===== src/rtl/bank_timing_tracker.sv =====
// Multi-bank DRAM command timing tracker: per-bank and rank-level spacing counters,
// per-bank legality vectors, data-window strobes and refresh-owed bookkeeping.
module bank_timing_tracker #(
  parameter int unsigned NUM_BANKS    = 4,
  parameter int unsigned CNT_W        = 10,
  parameter int unsigned tRCD         = 4,
  parameter int unsigned tRAS         = 10,
  parameter int unsigned tRP          = 4,
  parameter int unsigned tRL          = 5,
  parameter int unsigned tWL          = 4,
  parameter int unsigned tBURST       = 4,
  parameter int unsigned tWR          = 5,
  parameter int unsigned tWTR         = 3,
  parameter int unsigned tRRD         = 2,
  parameter int unsigned tFAW         = 16,
  parameter int unsigned tCCD         = 4,
  parameter int unsigned tRFC         = 40,
  parameter int unsigned tREFI        = 780,
  parameter int unsigned MAX_POSTPONE = 8
) (
  input  logic                         clk,
  input  logic                         nRST,
  input  logic                         cmd_valid,
  input  logic [2:0]                   cmd_type,
  input  logic [$clog2(NUM_BANKS)-1:0] cmd_bank,
  output logic [NUM_BANKS-1:0]         act_ok,
  output logic [NUM_BANKS-1:0]         rd_ok,
  output logic [NUM_BANKS-1:0]         wr_ok,
  output logic [NUM_BANKS-1:0]         pre_ok,
  output logic                         ref_ok,
  output logic [NUM_BANKS-1:0]         bank_open,
  output logic                         rd_en,
  output logic                         wr_en,
  output logic                         rf_req,
  output logic                         rf_urgent,
  output logic                         illegal_cmd
);

  localparam int unsigned BANK_W    = $clog2(NUM_BANKS);
  localparam int unsigned FAW_SLOTS = 4;
  localparam int unsigned RD_L      = tRL + tBURST - 1;
  localparam int unsigned WR_L      = tWL + tBURST - 1;
  localparam int unsigned REFI_W    = $clog2(tREFI + 1);
  localparam int unsigned OWED_W    = $clog2(MAX_POSTPONE + 2);

  localparam logic [2:0] CMD_ACT = 3'd1;
  localparam logic [2:0] CMD_RD  = 3'd2;
  localparam logic [2:0] CMD_WR  = 3'd3;
  localparam logic [2:0] CMD_PRE = 3'd4;
  localparam logic [2:0] CMD_REF = 3'd5;

  localparam logic [CNT_W-1:0] RCD_LD = CNT_W'(tRCD - 1);
  localparam logic [CNT_W-1:0] RAS_LD = CNT_W'(tRAS - 1);
  localparam logic [CNT_W-1:0] RP_LD  = CNT_W'(tRP - 1);
  localparam logic [CNT_W-1:0] WR_LD  = CNT_W'(tWL + tBURST + tWR - 1);
  localparam logic [CNT_W-1:0] WTR_LD = CNT_W'(tWL + tBURST + tWTR - 1);
  localparam logic [CNT_W-1:0] RRD_LD = CNT_W'(tRRD - 1);
  localparam logic [CNT_W-1:0] CCD_LD = CNT_W'(tCCD - 1);
  localparam logic [CNT_W-1:0] FAW_LD = CNT_W'(tFAW - 1);
  localparam logic [CNT_W-1:0] RFC_LD = CNT_W'(tRFC - 1);

  // Pipeline bit j is set j+1 cycles after the command; the mask selects the burst window.
  localparam logic [RD_L-1:0] RD_MASK = {RD_L{1'b1}} << (tRL - 1);
  localparam logic [WR_L-1:0] WR_MASK = {WR_L{1'b1}} << (tWL - 1);

  if ((64'(tWL) + 64'(tBURST) + 64'(tWR)) >= (64'd1 << CNT_W) ||
      (64'(tWL) + 64'(tBURST) + 64'(tWTR)) >= (64'd1 << CNT_W)) begin : g_width_chk
    $error("bank_timing_tracker: recovery sums do not fit in CNT_W");
  end

  logic [NUM_BANKS-1:0] open_q, open_d;
  logic [CNT_W-1:0]     rcd_q [NUM_BANKS];
  logic [CNT_W-1:0]     rcd_d [NUM_BANKS];
  logic [CNT_W-1:0]     ras_q [NUM_BANKS];
  logic [CNT_W-1:0]     ras_d [NUM_BANKS];
  logic [CNT_W-1:0]     rp_q  [NUM_BANKS];
  logic [CNT_W-1:0]     rp_d  [NUM_BANKS];
  logic [CNT_W-1:0]     wrr_q [NUM_BANKS];
  logic [CNT_W-1:0]     wrr_d [NUM_BANKS];
  logic [CNT_W-1:0]     faw_q [FAW_SLOTS];
  logic [CNT_W-1:0]     faw_d [FAW_SLOTS];
  logic [CNT_W-1:0]     rrd_q, rrd_d, ccd_q, ccd_d, wtr_q, wtr_d, rfc_q, rfc_d;
  logic [RD_L-1:0]      rd_pipe_q, rd_pipe_d;
  logic [WR_L-1:0]      wr_pipe_q, wr_pipe_d;
  logic [REFI_W-1:0]    refi_q, refi_d;
  logic [OWED_W-1:0]    owed_q, owed_d;
  logic                 illegal_q, illegal_d;

  logic                 faw_free, rp_idle, rank_act_ok, col_ok;
  logic [NUM_BANKS-1:0] bank_sel;
  logic                 is_act, is_rd, is_wr, is_pre, is_ref, ok_sel;
  logic                 act_app, rd_app, wr_app, pre_app, ref_app, refi_wrap, faw_placed;

  function automatic logic [CNT_W-1:0] dec(input logic [CNT_W-1:0] c);
    return (c == '0) ? '0 : c - CNT_W'(1);
  endfunction

  always_comb begin
    faw_free = 1'b0;
    for (int unsigned i = 0; i < FAW_SLOTS; i++)
      if (faw_q[i] == '0) faw_free = 1'b1;
    rp_idle = 1'b1;
    for (int unsigned b = 0; b < NUM_BANKS; b++)
      if (rp_q[b] != '0) rp_idle = 1'b0;
    rank_act_ok = (rrd_q == '0) && faw_free && (rfc_q == '0);
    col_ok      = (ccd_q == '0);
    for (int unsigned b = 0; b < NUM_BANKS; b++) begin
      act_ok[b] = !open_q[b] && (rp_q[b] == '0) && rank_act_ok;
      rd_ok[b]  = open_q[b] && (rcd_q[b] == '0) && col_ok && (wtr_q == '0);
      wr_ok[b]  = open_q[b] && (rcd_q[b] == '0) && col_ok;
      pre_ok[b] = open_q[b] && (ras_q[b] == '0) && (wrr_q[b] == '0);
    end
    ref_ok = (open_q == '0) && rp_idle && (rfc_q == '0);
  end

  always_comb begin
    for (int unsigned b = 0; b < NUM_BANKS; b++)
      bank_sel[b] = (cmd_bank == BANK_W'(b));
    is_act = cmd_valid && (cmd_type == CMD_ACT);
    is_rd  = cmd_valid && (cmd_type == CMD_RD);
    is_wr  = cmd_valid && (cmd_type == CMD_WR);
    is_pre = cmd_valid && (cmd_type == CMD_PRE);
    is_ref = cmd_valid && (cmd_type == CMD_REF);
    ok_sel = 1'b0;
    if (is_act) ok_sel = |(act_ok & bank_sel);
    if (is_rd)  ok_sel = |(rd_ok & bank_sel);
    if (is_wr)  ok_sel = |(wr_ok & bank_sel);
    if (is_pre) ok_sel = |(pre_ok & bank_sel);
    if (is_ref) ok_sel = ref_ok;
    act_app   = is_act && ok_sel;
    rd_app    = is_rd && ok_sel;
    wr_app    = is_wr && ok_sel;
    pre_app   = is_pre && ok_sel;
    ref_app   = is_ref && ok_sel;
    illegal_d = (is_act || is_rd || is_wr || is_pre || is_ref) && !ok_sel;
  end

  always_comb begin
    open_d = open_q;
    for (int unsigned b = 0; b < NUM_BANKS; b++) begin
      rcd_d[b] = dec(rcd_q[b]);
      ras_d[b] = dec(ras_q[b]);
      rp_d[b]  = dec(rp_q[b]);
      wrr_d[b] = dec(wrr_q[b]);
      if (bank_sel[b] && act_app) begin
        rcd_d[b]  = RCD_LD;
        ras_d[b]  = RAS_LD;
        open_d[b] = 1'b1;
      end
      if (bank_sel[b] && pre_app) begin
        rp_d[b]   = RP_LD;
        open_d[b] = 1'b0;
      end
      if (bank_sel[b] && wr_app) wrr_d[b] = WR_LD;
    end
    rrd_d = act_app ? RRD_LD : dec(rrd_q);
    ccd_d = (rd_app || wr_app) ? CCD_LD : dec(ccd_q);
    wtr_d = wr_app ? WTR_LD : dec(wtr_q);
    rfc_d = ref_app ? RFC_LD : dec(rfc_q);
    faw_placed = 1'b0;
    for (int unsigned i = 0; i < FAW_SLOTS; i++) begin
      faw_d[i] = dec(faw_q[i]);
      if (act_app && !faw_placed && (faw_q[i] == '0)) begin
        faw_d[i]   = FAW_LD;
        faw_placed = 1'b1;
      end
    end
    rd_pipe_d = (rd_pipe_q << 1) | RD_L'(rd_app);
    wr_pipe_d = (wr_pipe_q << 1) | WR_L'(wr_app);
    refi_wrap = (refi_q == REFI_W'(tREFI - 1));
    refi_d    = refi_wrap ? '0 : refi_q + REFI_W'(1);
    // A wrap and an applied REF cancel; otherwise saturate up or floor at zero.
    owed_d = owed_q;
    if (refi_wrap && !ref_app && (owed_q != OWED_W'(MAX_POSTPONE + 1)))
      owed_d = owed_q + OWED_W'(1);
    else if (ref_app && !refi_wrap && (owed_q != '0))
      owed_d = owed_q - OWED_W'(1);
  end

  always_ff @(posedge clk or negedge nRST) begin
    if (!nRST) begin
      open_q <= '0;
      for (int unsigned b = 0; b < NUM_BANKS; b++) begin
        rcd_q[b] <= '0;
        ras_q[b] <= '0;
        rp_q[b]  <= '0;
        wrr_q[b] <= '0;
      end
      for (int unsigned i = 0; i < FAW_SLOTS; i++) faw_q[i] <= '0;
      rrd_q     <= '0;
      ccd_q     <= '0;
      wtr_q     <= '0;
      rfc_q     <= '0;
      rd_pipe_q <= '0;
      wr_pipe_q <= '0;
      refi_q    <= '0;
      owed_q    <= '0;
      illegal_q <= 1'b0;
    end else begin
      open_q <= open_d;
      for (int unsigned b = 0; b < NUM_BANKS; b++) begin
        rcd_q[b] <= rcd_d[b];
        ras_q[b] <= ras_d[b];
        rp_q[b]  <= rp_d[b];
        wrr_q[b] <= wrr_d[b];
      end
      for (int unsigned i = 0; i < FAW_SLOTS; i++) faw_q[i] <= faw_d[i];
      rrd_q     <= rrd_d;
      ccd_q     <= ccd_d;
      wtr_q     <= wtr_d;
      rfc_q     <= rfc_d;
      rd_pipe_q <= rd_pipe_d;
      wr_pipe_q <= wr_pipe_d;
      refi_q    <= refi_d;
      owed_q    <= owed_d;
      illegal_q <= illegal_d;
    end
  end

  assign bank_open   = open_q;
  assign rd_en       = |(rd_pipe_q & RD_MASK);
  assign wr_en       = |(wr_pipe_q & WR_MASK);
  assign rf_req      = (owed_q != '0);
  assign rf_urgent   = (owed_q >= OWED_W'(MAX_POSTPONE));
  assign illegal_cmd = illegal_q;

endmodule


===== config.mk =====
export PLATFORM = sky130hd
export DESIGN_NAME = bank_timing_tracker
export DESIGN_NICKNAME = d
export VERILOG_FILES = /design/src/rtl/bank_timing_tracker.sv
export SDC_FILE = /design/constraint.sdc
export NUM_CORES = 1
export LEC_CHECK = 0
export CORE_ASPECT_RATIO = 1.5
export CORE_MARGIN = 2
export CORE_UTILIZATION = 40
export CTS_BUF_LIST = sky130_fd_sc_hd__clkbuf_16
export CTS_CLUSTER_SIZE = 25
export DETAILED_ROUTE_END_ITERATION = 8
export DONT_BUFFER_PORTS = 1
export GPL_TIMING_DRIVEN = 0
export HOLD_SLACK_MARGIN = 0.05
export PLACE_DENSITY_LB_ADDON = 0.15
export SETUP_SLACK_MARGIN = 0.2
export SYNTH_ARGS = -nofsm -noshare
export SYNTH_HDL_FRONTEND = slang
export SYNTH_SLANG_ARGS = --single-unit
export TNS_END_PERCENT = 5

===== constraint.sdc =====
create_clock -name clk -period 9.4 [get_ports clk]
set_clock_uncertainty 0.2 [all_clocks]
set_input_delay 1.41 -clock clk [delete_from_list [all_inputs] [get_ports clk]]
set_output_delay 1.41 -clock clk [all_outputs]
set_load 0.03 [all_outputs]

Yosys cells after proc, flatten, opt, wreduce, memory -nomap -nowiden. Index checks and enable logic that the tools add are counted.

Flip-flop bits (word level): 274. Bits in latches: 0. Bits in writable memories: 0. ROM bits: 0. Input bits: 8. Output and inout port bits: 26. Logic and storage cells: 275. Memories: 0.

$add $sub $neg: 27. Multipliers: 0. Divide/modulo/power cells: 0. Order comparisons: 1. Equality and inequality tests: 10. Shift operators: 0. Muxes and demuxes: 75. Bitwise logic cells: 6. Reductions and logical operators: 123.

Operator list (count): 10-bit two-way mux (49); 10-bit zero test (24); 10-bit by 1-bit subtractor with 10-bit output (second input constant) (24); 1-bit logical AND (66); 10-bit nonzero test (4); 1-bit two-way mux (24); 4-bit OR reduction (6); 4-bit bitwise AND (4); 10-bit by 1-bit adder with 10-bit output (second input constant) (1); 10-bit equality test (second input constant) (1); 1-bit zero test (10); 2-bit nonzero test (5); 4-bit two-way mux (2); 8-bit by 1-bit OR with 8-bit output (1); 7-bit by 1-bit OR with 7-bit output (1); 3-bit by 2-bit equality test with 1-bit output (second input constant) (2); 3-bit equality test (second input constant) (2); 1-bit logical OR (5); 4-bit by 1-bit adder with 4-bit output (second input constant) (1); 2-bit equality test (second input constant) (2); 4-bit greater-or-equal comparator (second input constant) (1); 4-bit zero test (1); 4-bit != test (second input constant) (1); 4-bit nonzero test (1); other kinds (4) (4).

Depth between registers and ports, before layout.
Depth after elaboration: 30. Depth in mapped cells: 14.

Worst setup path before layout. Ideal clock, no wire load.

Path kind: register to output. Start: register rrd_q[0]. End: output port act_ok[3]. Arrival time: 2594 ps. Required time: 7790 ps. Slack: 5196 ps. Stages on the path, launching flop included: 9. Path through: dfrtp_1 -> inv_1 -> ha_1 -> or4b_1 -> clkbuf_1 -> nor3_4 -> nand2_1 -> or2_2 -> nor3_1.

Longest elaborated chain between the ends: 4.

RTL lines: from (decl) (RTL line 82) `logic [CNT_W-1:0] rrd_q, rrd_d, ccd_q, ccd_d, wtr_q, wtr_d, rfc_q, rfc_d;`; from (signal assigned) (RTL line 208) `rrd_q <= rrd_d;`; 10-bit zero test (RTL line 105) `rank_act_ok = (rrd_q == '0) && faw_free && (rfc_q == '0);`; 1-bit logical AND (2 in series) (RTL line 105); 1-bit logical AND (RTL line 108) `act_ok[b] = !open_q[b] && (rp_q[b] == '0) && rank_act_ok;`; to (decl) (RTL line 26) `output logic [NUM_BANKS-1:0] act_ok,`.

Every way passes these cells.

Final worst setup path.
Start: register ccd_q[0]. End: output port rd_ok[1].

Longest elaborated chain between the ends: 3.

RTL lines: from (decl) (RTL line 82); from (signal assigned) (RTL line 191) `ccd_q <= '0;`; from (signal assigned) (RTL line 209) `ccd_q <= ccd_d;`; 10-bit zero test (RTL line 106) `col_ok = (ccd_q == '0);`; 1-bit logical AND; named net wr_ok[1] (RTL line 28) `output logic [NUM_BANKS-1:0] wr_ok,`; 1-bit logical AND (RTL line 109) `rd_ok[b] = open_q[b] && (rcd_q[b] == '0) && col_ok && (wtr_q == '0);`; to (decl) (RTL line 27) `output logic [NUM_BANKS-1:0] rd_ok,`.

The timed path passes the listed nets, and every way through them passes these cells.

==> run summary <==
Worst setup path start: ccd_q[0]
Crit. End Element: primary output
Post-CTS sizing: 0
Post-synthesis async set-or-reset flop share: 1.00
Worst-path clk slew: 60 ps
Setup crit start kind: register
Share of the synthesized area in the top cell type: 0.516
RSZ-0062 raised after global routing: false
Switching Share: 0.285
Reg power frac: 0.472
P_leak: 6.08 nW
CTS Hold Bufs: 0
Avg Cell Area, Syn: 9.81 µm²
Detail Route Antenna Nets: 0
Mapped Cells: 1,354
FMAX: 0.193 GHz
Syn Nets: 1,399
Sequential Area: 6860 µm²
DRC errors left: 0
Total die area: 34,700 µm²
Worst path arrival time: 3580 ps
CP Class: reg -> out
Post-synth top flop: dfrtp_1
TritonCTS clock tree: done
Final Non-Filler Cells: 1,822
Largest net degree at the start of global routing: 275
Slew margin rel.: 0.171
Drt via density: 5.23
Cell taking the most area after synthesis: dfrtp_1
Post-CTS setup buffers: 0
Sequential share of the synthesized area: 0.516
WHS Path Cells: 0
Synth unique cells: 65
First-pass GRT wire length: 46,700 µm
CTS H-tree depth: 1
Worst-Skew Late Latency: 550 ps
DRT iter0 DRCs: 492
Number of synthesized flops with an enable pin: 0
Clk pwr share: 0.355
Final setup fails: 0
Initial antenna violation count: 0
Number of detailed-route iterations in the first pass: 4
Top post-synthesis cells by area: dfrtp_1, nor2_1, xnor2_1, ha_1, nand2_1
Comb pwr share: 0.173
Vias in the first global route: 9,661
# diodes: 0
Share of cells above drive strength 1: 0.0640
Max Cap Viol: 0
Yosys reg bits: 274
Reg-to-reg startpoint: wtr_q[0]
Critical R2R Capture: wrr_q[25]
Total global routing overflow: 0
Core Box Area: 32,600 µm²
Fin nets: 1,430
Post-DP HPWL: 18,700 µm
Pwr/cell area: 206 nW/µm²
Maximum VDD drop: 0.104 mV
Clk sink count: 274
P_sw: 861 µW
Avg WL per Cell: 14.9 µm
Via Count: 9,524
Min-Delay Path Class: reg -> reg
Hold Crit Endpoint: wr_pipe_q[3]
Cell Rows: 81
Flop2flop setup slack: 5530 ps
# port buffers: 0
Min-delay src: wr_pipe_q[2]
Root buffer selected by CTS: clkbuf_16
Layout area overhead: 10.5%
GP Congestion: 0.752
Worst r2r path cells: 9
Status: complete, no violations
Hold Worst Slack: 149 ps
Starting Density: 0.407
Die Y-Extent: 227 µm
Final Hold Viols: 0
Die span in x: 153 µm
Max Slew Vio Count: 0
Internal: 2.16 mW
Crit path required time: 7790 ps
Longest Clk Path Bufs: 3
Cell Area, Synth: 13,300 µm²
Multi-input combinational cell area: 6080 µm²
Synthesis Warnings: 0
# fillers: 3,152
Final WS setup: 4210 ps
Fin crit period: 5190 ps
CTS Buf Count: 29
Setup TNS: 0 ps
GRT Util Overall: 0.161
IO Pins: 34
Least-Margin Pin Slew: 1230 ps
Worst-path fanout max: 10
WL final: 27,100 µm
Pre-CTS setup slack: 4730 ps
Final period util: 0.552
Placed Cells: 1,769
## synthesized netlist by cell type, types with 9 or more instances
master and instances:
a21oi_1 46, and3_1 18, mux2_2 13, nor3_1 81, and2_1 11, nand3_1 19
o21ai_0 61, xor2_1 39, xnor2_1 92, o22ai_1 9, or4_1 26, nor2_1 239
nor2b_1 9, or3_1 14, mux2i_1 12, inv_1 62, dfrtp_1 274, nand2_1 113
clkbuf_1 18, nor4_1 30, ha_1 36
## layout by cell type, fill, tap and decap left out, types with 7 or more instances in the layout
master | synthesis | final
or3_1 | 14 | 14
nor4_1 | 30 | 30
nand2_1 | 113 | 113
nor2b_1 | 9 | 9
mux2_2 | 13 | 13
and2_1 | 11 | 11
dfrtp_1 | 274 | 274
or4_1 | 26 | 26
mux2i_1 | 12 | 12
o22ai_1 | 9 | 9
nor3b_1 | 8 | 8
or4b_2 | 7 | 7
xor2_1 | 39 | 39
o21ai_0 | 61 | 61
clkbuf_16 | 0 | 29
nor2_1 | 239 | 239
and3_1 | 18 | 18
o41ai_1 | 8 | 8
clkbuf_1 | 18 | 18
xnor2_1 | 92 | 92
inv_1 | 62 | 69
nor3_1 | 81 | 80
ha_1 | 36 | 36
nand3_1 | 19 | 19
clkinv_1 | 0 | 9
a21o_1 | 7 | 7
a21oi_1 | 46 | 46
nand2b_1 | 7 | 7
## worst max-delay path: stages (launching register included)
cell	delay (ps)
dfrtp_1	410
inv_1	70
ha_1	200
or4b_1	430
clkbuf_1	170
nor4_1	460
clkbuf_1	440
and3_1	470
and2_1	370
## flip-flops by register name, indices dropped and copies added (netlist names), 4 cells and up
signal and cells:
bank_open 4, ccd_q 10, faw_q 40, owed_q 4, ras_q 40, rcd_q 40, rd_pipe_q 8, refi_q 10
rfc_q 10, rp_q 40, rrd_q 10, wr_pipe_q 7, wrr_q 40, wtr_q 10
## power groups by stage
| stage | clock network [mW] | registers [mW] | logic (mW) |
|---|---|---|---|
| 4_1_cts | 1.11 | 1.43 | 0.537 |
| 3_5_place_dp | 0 | 1.45 | 0.537 |
| 6_report | 1.07 | 1.43 | 0.525 |
| 2_1_floorplan | 0 | 1.42 | 0.446 |
| 3_3_place_gp | 0 | 1.45 | 0.518 |
| 5_1_grt | 1.15 | 1.45 | 0.612 |
## layer usage
metal / routed length, µm / share of wire / global-route usage / vias to the layer above
met5: 0 / 0 / 0 / -
met4: 614 / 0.023 / 0.0469 / 0
met3: 1110 / 0.041 / 0.0247 / 38
met2: 13800 / 0.51 / 0.297 / 97
met1: 11600 / 0.43 / 0.194 / 4667
li1: - / - / - / 4722
## metrics by stage
stage / power [mW] / util / cell area (µm²)
floorplan: 1.87 / - / 13300
global placement: 1.96 / 0.423 / 13800
detailed placement: 1.98 / 0.423 / 13800
CTS: 3.08 / 0.450 / 14700
global route: 3.21 / 0.450 / 14700
finish: 3.02 / 0.450 / 14700
## worst max-delay path by stage
stage          slack [ps]        end
2_1_floorplan        5200  act_ok[3]
3_3_place_gp         4550   rd_ok[0]
3_5_place_dp         4730   rd_ok[0]
4_1_cts              4130   rd_ok[1]
5_1_grt              3960   rd_ok[2]
6_report             4210   rd_ok[1]
## area by class of cell
| cell class | count | share of cell area |
|---|---|---|
| plain buffers | 25 | 0.00742 |
| well taps | 415 | 0.0354 |
| multi-input cells | 993 | 0.415 |
| inverters | 62 | 0.0159 |
| clock buffers | 29 | 0.0494 |
| clock inverters | 24 | 0.0102 |
| flip-flops and latches | 274 | 0.467 |
## cells by family (layout without fill, tap and decap cells)
logic type	after synthesis	in the layout	synth area share
adder cells (fa/ha/maj)	37	37	0.0354
AO/OA/AOI/OAI	172	172	0.0798
flip-flops	274	274	0.516
buffers and inverters	87	140	0.0257
AND/OR/NAND/NOR	628	628	0.236
XOR/XNOR	131	131	0.0864
multiplexers	25	25	0.0201
Power figures use the tool's default switching activity.
